### src/rtl/sha256_compression_core_if.sv
// Block-level bus between the hash controller / message scheduler and the compression core.
// The master drives start, h_in and the W_t stream; the slave returns handshake, status and digest.
interface sha256_compression_core_if;
  logic         start;
  logic [255:0] h_in;
  logic [31:0]  w_t;
  logic         w_valid;
  logic         w_ready;
  logic [5:0]   round_idx;
  logic         busy;
  logic [255:0] digest;
  logic         digest_valid;
  logic         done;

  modport master (
    output start, h_in, w_t, w_valid,
    input  w_ready, round_idx, busy, digest, digest_valid, done
  );

  modport slave (
    input  start, h_in, w_t, w_valid,
    output w_ready, round_idx, busy, digest, digest_valid, done
  );
endinterface

### src/rtl/sha256_compression_core.sv
// Iterative SHA-256 compression: one round per accepted W_t, then feed-forward into the digest.
// Latency 65 cycles from the start edge plus stall cycles; w_valid low in ROUND freezes all state.
module sha256_compression_core (
  input  logic                            i_clk,
  input  logic                            i_rst_n,
  sha256_compression_core_if.slave        io_sha
);

  typedef enum logic [1:0] {S_IDLE, S_ROUND, S_FINAL, S_DONE} state_t;

  typedef struct packed {
    logic [31:0] a;
    logic [31:0] b;
    logic [31:0] c;
    logic [31:0] d;
    logic [31:0] e;
    logic [31:0] f;
    logic [31:0] g;
    logic [31:0] h;
  } work_t;

  localparam logic [31:0] K_ROM [64] = '{
    32'h428a2f98, 32'h71374491, 32'hb5c0fbcf, 32'he9b5dba5, 32'h3956c25b, 32'h59f111f1, 32'h923f82a4, 32'hab1c5ed5,
    32'hd807aa98, 32'h12835b01, 32'h243185be, 32'h550c7dc3, 32'h72be5d74, 32'h80deb1fe, 32'h9bdc06a7, 32'hc19bf174,
    32'he49b69c1, 32'hefbe4786, 32'h0fc19dc6, 32'h240ca1cc, 32'h2de92c6f, 32'h4a7484aa, 32'h5cb0a9dc, 32'h76f988da,
    32'h983e5152, 32'ha831c66d, 32'hb00327c8, 32'hbf597fc7, 32'hc6e00bf3, 32'hd5a79147, 32'h06ca6351, 32'h14292967,
    32'h27b70a85, 32'h2e1b2138, 32'h4d2c6dfc, 32'h53380d13, 32'h650a7354, 32'h766a0abb, 32'h81c2c92e, 32'h92722c85,
    32'ha2bfe8a1, 32'ha81a664b, 32'hc24b8b70, 32'hc76c51a3, 32'hd192e819, 32'hd6990624, 32'hf40e3585, 32'h106aa070,
    32'h19a4c116, 32'h1e376c08, 32'h2748774c, 32'h34b0bcb5, 32'h391c0cb3, 32'h4ed8aa4a, 32'h5b9cca4f, 32'h682e6ff3,
    32'h748f82ee, 32'h78a5636f, 32'h84c87814, 32'h8cc70208, 32'h90befffa, 32'ha4506ceb, 32'hbef9a3f7, 32'hc67178f2
  };

  function automatic logic [31:0] rotr(input logic [31:0] x, input int unsigned n);
    return (x >> n) | (x << (32 - n));
  endfunction

  function automatic logic [31:0] big_sigma0(input logic [31:0] x);
    return rotr(x, 2) ^ rotr(x, 13) ^ rotr(x, 22);
  endfunction

  function automatic logic [31:0] big_sigma1(input logic [31:0] x);
    return rotr(x, 6) ^ rotr(x, 11) ^ rotr(x, 25);
  endfunction

  state_t             r_state;
  state_t             w_state_nxt;
  work_t              r_wk;
  work_t              w_wk_nxt;
  logic [7:0][31:0]   r_h;
  logic [5:0]         r_round;
  logic [255:0]       r_digest;
  logic [255:0]       w_sum;
  logic               r_digest_valid;
  logic               r_done;
  logic               w_ready;
  logic               w_busy;
  logic               w_start_acc;
  logic               w_hs;
  logic [31:0]        w_ch;
  logic [31:0]        w_maj;
  logic [31:0]        w_t1;
  logic [31:0]        w_t2;

  // w_ready is a pure state decode so the scheduler never sees a valid->ready loop.
  always_comb begin
    w_state_nxt = r_state;
    w_ready     = 1'b0;
    w_busy      = 1'b0;
    case (r_state)
      S_IDLE, S_DONE: begin
        if (io_sha.start) w_state_nxt = S_ROUND;
      end
      S_ROUND: begin
        w_ready = 1'b1;
        w_busy  = 1'b1;
        if (io_sha.w_valid && (r_round == 6'd63)) w_state_nxt = S_FINAL;
      end
      S_FINAL: begin
        w_busy      = 1'b1;
        w_state_nxt = S_DONE;
      end
      default: w_state_nxt = S_IDLE;
    endcase
  end

  assign w_start_acc = ((r_state == S_IDLE) || (r_state == S_DONE)) && io_sha.start;
  assign w_hs        = w_ready && io_sha.w_valid;

  always_comb begin
    w_ch  = (r_wk.e & r_wk.f) ^ (~r_wk.e & r_wk.g);
    w_maj = (r_wk.a & r_wk.b) ^ (r_wk.a & r_wk.c) ^ (r_wk.b & r_wk.c);
    w_t1  = r_wk.h + big_sigma1(r_wk.e) + w_ch + K_ROM[r_round] + io_sha.w_t;
    w_t2  = big_sigma0(r_wk.a) + w_maj;
    w_wk_nxt.a = w_t1 + w_t2;
    w_wk_nxt.b = r_wk.a;
    w_wk_nxt.c = r_wk.b;
    w_wk_nxt.d = r_wk.c;
    w_wk_nxt.e = r_wk.d + w_t1;
    w_wk_nxt.f = r_wk.e;
    w_wk_nxt.g = r_wk.f;
    w_wk_nxt.h = r_wk.g;
  end

  // Word i of the working struct lines up with H word i, both MSB-first like h_in.
  always_comb begin
    w_sum = '0;
    for (int i = 0; i < 8; i++) begin
      w_sum[i*32 +: 32] = r_h[i] + r_wk[i*32 +: 32];
    end
  end

  always_ff @(posedge i_clk or negedge i_rst_n) begin
    if (!i_rst_n) begin
      r_state        <= S_IDLE;
      r_wk           <= '0;
      r_h            <= '0;
      r_round        <= '0;
      r_digest       <= '0;
      r_digest_valid <= 1'b0;
      r_done         <= 1'b0;
    end else begin
      r_state <= w_state_nxt;
      r_done  <= 1'b0;
      if (w_start_acc) begin
        r_h            <= io_sha.h_in;
        r_wk           <= work_t'(io_sha.h_in);
        r_round        <= '0;
        r_digest       <= '0;
        r_digest_valid <= 1'b0;
      end else if (w_hs) begin
        r_wk    <= w_wk_nxt;
        r_round <= r_round + 6'd1;
      end else if (r_state == S_FINAL) begin
        r_digest       <= w_sum;
        r_digest_valid <= 1'b1;
        r_done         <= 1'b1;
      end
    end
  end

  assign io_sha.w_ready      = w_ready;
  assign io_sha.busy         = w_busy;
  assign io_sha.round_idx    = r_round;
  assign io_sha.digest       = r_digest;
  assign io_sha.digest_valid = r_digest_valid;
  assign io_sha.done         = r_done;

endmodule
### src/flat_wrapper.sv
// flat-port wrapper written by rule: the top's interface ports become plain ports
module sha256_compression_core_flat 
  (i_clk, i_rst_n, io_sha_start, io_sha_h_in, io_sha_w_t, io_sha_w_valid, io_sha_w_ready, io_sha_round_idx, io_sha_busy, io_sha_digest, io_sha_digest_valid, io_sha_done);
  sha256_compression_core_if io_sha_i ();
  input  logic i_clk;
  input  logic i_rst_n;
  input wire logic [$bits(io_sha_i.start)-1:0] io_sha_start;
  input wire logic [$bits(io_sha_i.h_in)-1:0] io_sha_h_in;
  input wire logic [$bits(io_sha_i.w_t)-1:0] io_sha_w_t;
  input wire logic [$bits(io_sha_i.w_valid)-1:0] io_sha_w_valid;
  output wire logic [$bits(io_sha_i.w_ready)-1:0] io_sha_w_ready;
  output wire logic [$bits(io_sha_i.round_idx)-1:0] io_sha_round_idx;
  output wire logic [$bits(io_sha_i.busy)-1:0] io_sha_busy;
  output wire logic [$bits(io_sha_i.digest)-1:0] io_sha_digest;
  output wire logic [$bits(io_sha_i.digest_valid)-1:0] io_sha_digest_valid;
  output wire logic [$bits(io_sha_i.done)-1:0] io_sha_done;
  assign io_sha_i.start = io_sha_start;
  assign io_sha_i.h_in = io_sha_h_in;
  assign io_sha_i.w_t = io_sha_w_t;
  assign io_sha_i.w_valid = io_sha_w_valid;
  assign io_sha_w_ready = io_sha_i.w_ready;
  assign io_sha_round_idx = io_sha_i.round_idx;
  assign io_sha_busy = io_sha_i.busy;
  assign io_sha_digest = io_sha_i.digest;
  assign io_sha_digest_valid = io_sha_i.digest_valid;
  assign io_sha_done = io_sha_i.done;
  sha256_compression_core u_core (.i_clk(i_clk), .i_rst_n(i_rst_n), .io_sha(io_sha_i));
endmodule
### config.mk
export PLATFORM = sky130hd
export DESIGN_NAME = sha256_compression_core_flat
export DESIGN_NICKNAME = d
export VERILOG_FILES = /design/src/rtl/sha256_compression_core_if.sv /design/src/rtl/sha256_compression_core.sv /design/src/flat_wrapper.sv
export SDC_FILE = /design/constraint.sdc
export NUM_CORES = 2
export LEC_CHECK = 0
export CAP_MARGIN = 15
export CELL_PAD_IN_SITES_DETAIL_PLACEMENT = 1
export CELL_PAD_IN_SITES_GLOBAL_PLACEMENT = 2
export CORE_MARGIN = 8
export CORE_UTILIZATION = 25
export CTS_CLUSTER_SIZE = 10
export DETAILED_ROUTE_END_ITERATION = 16
export GPL_ROUTABILITY_DRIVEN = 0
export MAX_ROUTING_LAYER = met4
export PLACE_DENSITY = 0.73
export RECOVER_POWER = 100
export SLEW_MARGIN = 20
export SYNTH_ARGS = -nofsm -noshare
export SYNTH_HDL_FRONTEND = slang
export SYNTH_SLANG_ARGS = --single-unit
### constraint.sdc
create_clock -name i_clk -period 8.2 [get_ports i_clk]
set_input_delay 1.64 -clock i_clk [delete_from_list [all_inputs] [get_ports i_clk]]
set_output_delay 1.64 -clock i_clk [all_outputs]
set_load 0.01 [all_outputs]
=== Word-level counts from Yosys, hierarchy flattened ===
Memories as Yosys holds them, arrays and structs flattened.
Cells that the tools add are included.
W data, S select, Z words.

* Flip-flop bits (word level): 778
* Word-level logic and storage cells: 97
* Memories: 1
* Output and inout port bits: 266
* Input port bits: 292
* Memory bits (read-only): 2048

* Bitwise gates (word level): 20
* Reduce and logical (&&, ||, !) cells: 11
* Muxes and demuxes: 20
* $lt $le $gt $ge: 1
* Add/sub/neg operators: 16
* Eq/ne operators: 7

{| class="wikitable"
|+ Memory list
! memory !! words !! width !! read ports !! clocked after Yosys merged registers in !! wr ports !! line !! text
|-
| (name not given) || 64 || 32 || 1 || 0 || 0 || sha256_compression_core.sv:92 || <nowiki>w_t1 = r_wk.h + big_sigma1(r_wk.e) + w_ch + K_ROM[r_round] + io_sha.w_t;</nowiki>
|}

{| class="wikitable"
|+ Operators with widths
! cell !! count
|-
| $mux W256 || 5
|-
| $add A32 B32 Y32 || 15
|-
| $xor A32 B32 Y32 || 7
|-
| $and A32 B32 Y32 || 5
|-
| $mux W32 || 2
|-
| $not A32 Y32 || 1
|-
| $or A10 B32 Y32 || 1
|-
| $or A19 B32 Y32 || 1
|-
| $or A21 B32 Y32 || 1
|-
| $or A26 B32 Y32 || 1
|-
| $or A30 B32 Y32 || 1
|-
| $or A7 B32 Y32 || 1
|-
| $mux W6 || 2
|-
| $mux W1 || 8
|-
| $ge A7 B7 Y1 const B || 1
|-
| $not A6 Y7 || 1
|-
| $add A6 B1 Y6 const B || 1
|-
| $eq A6 B6 Y1 const B || 1
|-
| $pmux W2 S3 || 1
|-
| $eq A2 B2 Y1 const B || 2
|-
| $mux W2 || 2
|-
| $ne A2 B1 Y1 const B || 2
|-
| $reduce_and A2 Y1 || 2
|-
| $reduce_bool A2 Y1 || 2
|-
| other kinds (6) || 9
|}

=== Logic depth before layout (Yosys ltp) ===
* Depth in word-level cells: 10
* Mapped depth: 41
* Gate-level depth less buffers: 40

=== Worst setup path before layout ===
Ideal clock, no wire load.

* Path type: register to register
* From: register u_core.r_round[1], in the netlist u_core.io_sha.round_idx[1]
* To: register u_core.r_wk[255] in the netlist's numbering
* Buffers on the path: 1
* Stages on the path, launching flop included: 40
* Setup time: 126 ps
* Path slack: -197 ps
* Period minus slack after synthesis: 8397 ps
* Data arrival time: 8271 ps
* Required time: 8074 ps
* Cell sequence: dfrtp_1 > clkinv_1 > ha_1 > clkbuf_1 > nand2_1 > o221ai_1 > o21ai_0 > o21ai_0 > o21ai_0 > fa_1 > fa_1 > inv_1 > fa_1 > inv_1 > ha_1 > or3_1 > a211oi_1 > a221oi_1 > [... 4 more ...] > nand2b_1 > a21o_1 > xor2_1 > inv_1 > fa_1 > inv_1 > ha_1 > a21oi_1 > nor2b_1 > o21ai_0 > nand2b_1 > or2_2 > a21o_1 > a31oi_2 > nor2_1 > a211oi_1 > mux2i_1 > a221o_1

* Word-level cells in the longest chain between the ends: 9

{| class="wikitable"
|+ Ends and longest elaborated chain
! what !! line !! text
|-
| from (decl) || sha256_compression_core.sv:50 || <nowiki>logic [5:0] r_round;</nowiki>
|-
| from (signal assigned) || sha256_compression_core.sv:132 || <nowiki>r_round <= r_round + 6'd1;</nowiki>
|-
| $not A6 Y7 (not written as such) || sha256_compression_core.sv:92 ||
|-
| $mem_v2 Z64 W32 || -- ||
|-
| $mux W32 (not written as such) (2 in a row) || sha256_compression_core.sv:92 ||
|-
| $add A32 B32 Y32 (2 in a row) || sha256_compression_core.sv:92 ||
|-
| $add A32 B32 Y32 || sha256_compression_core.sv:94 || <nowiki>w_wk_nxt.a = w_t1 + w_t2;</nowiki>
|-
| $mux W256 || sha256_compression_core.sv:130 || <nowiki>end else if (w_hs) begin</nowiki>
|-
| $mux W256 || sha256_compression_core.sv:124 || <nowiki>if (w_start_acc) begin</nowiki>
|-
| to (signal assigned) || sha256_compression_core.sv:126 || <nowiki>r_wk <= work_t'(io_sha.h_in);</nowiki>
|-
| to (signal assigned) || sha256_compression_core.sv:131 || <nowiki>r_wk <= w_wk_nxt;</nowiki>
|-
| to (decl) || sha256_compression_core.sv:47 || <nowiki>work_t r_wk;</nowiki>
|}

Every way passes these cells. The select of a mux whose other input is x is not followed.
A chain may end at the register's enable or synchronous reset.

=== Worst setup path in the final report ===
* From: register u_core.r_round[1], in the netlist u_core.io_sha.round_idx[1]
* To: register u_core.r_wk[253] in the netlist's numbering

The elaborated chain is that of the path after synthesis.

==> key figures <==
Status
  • Outcome: finished with violations
  • Failing checks: capacitance limit, slew limit

STA
  • Fmax: roughly 120 MHz
  • Final clock skew: 0.0897 ns
  • Setup violators final: 0
  • Final worst path period need: roughly 8 ns
  • Setup TNS: 0 ns
  • Final Cycle Share: 0.987
  • Worst slew margin: -3.16
  • Fin. Hold Viols: 0
  • Worst Max-Slew Pin Slew: 6.23 ns
  • Fin. max-slew vios: 595

Synth
  • Syn avg cell area: ~8.7 um2
  • Syn. warnings: 0
  • Post-synth EDFFs: 0
  • Post-synth ARST share: 1.00
  • Register area share after synthesis: 0.364
  • Seq cells post-synth: between 700 and 800
  • Cells after Synth: 6125
  • Synth cell types: about 90
  • Main synth FF type: dfrtp_1
  • Cell Area, Synth: 0.0535 mm2
  • Mapped Nets: between 6000 and 7000

Clocking
  • Worst-skew pair later-pin latency: 0.78 ns
  • Root Buffer: clkbuf_16
  • CTS clk-pin slew, worst paths: 0.06 ns
  • CTS max path bufs: 3
  • Hold buffer count at cts: 0
  • CTS Buf Count: 98
  • CTS tree: built
  • H-tree levels: 3
  • CTS Sinks: ~780

Route
  • Final ANT Viol Nets: 0
  • 1st-iter DRT viols: roughly 3600
  • Drt drc: 0
  • DR vias: between 50000 and 60000
  • Drt pass-1 iters: 7
  • DR vias/cell: 5.10
  • DR WL/cell: 26.4 um
  • Routed WL: 260000 um

Finish
  • Ratio of cells with drive above 1 in the final layout: 0.126
  • Synthesis-to-finish area growth: 30.2%
  • Multi-input gate area: 0.0328 mm2
  • Leading cell types in the layout, fill and taps excluded: 1204 x nand2_1, 774 x dfrtp_1, 646 x o21ai_0
  • Final nets: 7761
  • Register Area: a little under 0.02 mm2
  • Fill cells: roughly 25000
  • Most common cell after layout, fill and taps aside: nand2_1

Floorplan
  • Total die area: ~0.23 mm2
  • Die H: between 400 and 500 um
  • Die Wd: 479 um
  • IO Pins: 558
  • Core footprint: ~0.21 mm2
  • Starting density of the core: 0.250
  • Row cnt: 170

Global routing
  • First-pass GRT wire length: ~370000 um
  • Largest net degree at the start of global routing: 158
  • Number of global-route vias before repair: 52577
  • Gr usage total: 0.224
  • Gr ovfl total: 0
  • Initial antenna violation count: 15

Min path
  • Hold_sp: u_core.io_sha.digest[94]
  • Hold path endpoint: u_core.io_sha.digest[94]
  • Hold WC Path Type: register to register
  • Worst Hold Depth: 2

Setup path
  • Reg2reg end: u_core.r_wk[253]
  • Required @ worst endpoint: 8.83 ns
  • CP delay by family, top: adder cells
  • Worst EP arrival: 8.72 ns
  • Critical register-to-register path startpoint: u_core.io_sha.round_idx[1]
  • Slowest-stage cell, CP: fa_2
  • Reg2reg path depth: 38
  • Critical-path maximum fanout: 4
  • CP Launch Type: register
  • Critical path's largest stage delay: approximately 0.54 ns
  • Crit end category: register
  • WP depth: 38
  • WP buf/inv: 11
  • R2R Setup Slk: 0.11 ns
  • Crit Path Category: register to register
  • Cell repeated most along the worst path: buf_4

Job
  • Maxcap violations: 9

Place
  • Port-buffer cells: between 500 and 600
  • HPWL after DPL: between 200000 and 250000 um
[cell families after synthesis]
family / count (synthesis) / synth area share
adder cells (fa/ha/maj): 499 / 0.135
multiplexers: 260 / 0.0505
XOR/XNOR: 443 / 0.0725
buffers and inverters: 624 / 0.0438
flip-flops: 778 / 0.364
AO/OA/AOI/OAI: 1684 / 0.192
AND/OR/NAND/NOR: 1837 / 0.142
[layout make-up]
cell class / instances / area share
Sequential cell: 778 / 0.280
Antenna cell: 11 / 0.000395
Clock inverter: 25 / 0.00483
Timing Repair Buffer: 1061 / 0.138
Inverter: 311 / 0.0169
Clock buffer: 129 / 0.0383
Tap cell: 2838 / 0.0510
Multi-Input combinational cell: 4723 / 0.471
[cell usage after synthesis, drive strengths merged, types with 5 or more instances]
master	instances	area [um2]
nand2	1215	4560
dfrtp	778	19500
o21ai	680	3410
a21oi	364	1820
ha	363	4540
inv	308	1160
nor2	277	1040
clkbuf	273	1030
xnor2	261	2290
mux2i	226	2260
a21o	215	1610
xor2	182	1590
fa	133	2660
nand3	84	420
o21a	69	518
nor3	57	285
nand2b	46	288
o21bai	46	345
o31ai	43	328
buf	40	151
a31oi	38	265
o22ai	33	213
a211oi	29	218
mux2	29	327
and2	28	175
and3	28	175
nor2b	27	169
o211ai	26	195
nand4	23	144
or3	16	100
a22o	15	131
or2	15	93.8
a2111oi	13	133
a211o	10	87.6
a21boi	10	75.1
a221oi	10	105
a221o	9	90.1
o311ai	8	70.1
o31a	8	70.1
a2111o	6	67.6
o211a	6	60.1
a311oi	5	50.0
a31o	5	43.8
a32oi	5	43.8
mux4	5	113
[worst max path at each step]
| stage | from | endpoint | slack, ns |
|---|---|---|---|
| 3_5_place_dp | io_sha_w_t[6] | u_core.r_wk[255] | -1.16 |
| 4_1_cts | u_core.io_sha.round_idx[1] | u_core.r_wk[255] | -0.06 |
| 6_report | u_core.io_sha.round_idx[1] | u_core.r_wk[253] | 0.11 |
| 5_1_grt | u_core.io_sha.round_idx[2] | u_core.r_wk[124] | -0.1 |
| 2_1_floorplan | u_core.io_sha.round_idx[0] | u_core.r_wk[255] | 0.03 |
| 3_3_place_gp | io_sha_w_t[6] | u_core.r_wk[255] | -1.24 |
[metrics by stage]
stage          cells  hold slack, ns  setup slack (ns)  utilization  instance area, um2
2_1_floorplan   6125           0.452            0.0335            -               53500
3_3_place_gp    9681           0.463             -1.24        0.305               65300
3_5_place_dp    9681           0.469             -1.16        0.305               65300
4_1_cts         9839           0.485           -0.0571        0.321               68700
5_1_grt         9872           0.493           -0.0987        0.326               69600
6_report        9876           0.474             0.106        0.326               69600
[repair_timing]
action                                  CTS  global route
pin swaps                                19            85
setup buffers                             4            28
endpoints found under the setup margin   24            28
resized for setup                        79           200
[sequential cells by signal, indices dropped and copies added, names as in the netlist]
register,count
u_core.io_sha.digest,256
u_core.io_sha.round_idx,6
u_core.r_wk,256
u_core.io_sha.done,1
u_core.r_state,2
u_core.io_sha.digest_valid,1
u_core.r_h,256
[metal layers]
layer  GRT usage  routed length (um)  share of wire  vias up
met4      0.0976               13600          0.052        0
met2       0.347              117000           0.45     1629
met1       0.288              114000           0.44    25585
li1            -                   -              -    22703
met5           -                   0              0        -
met3      0.0401               15700          0.060      448
[tightest hold or removal path, stage by stage, from the launching register on]
cell	delay (ns)
dfrtp_1	0.34
nand2_1	0.04
o21ai_0	0.06
Power is left out: the tool's default activity adds up to more than one toggle a clock period on the data nets, which glitch-free logic cannot reach.
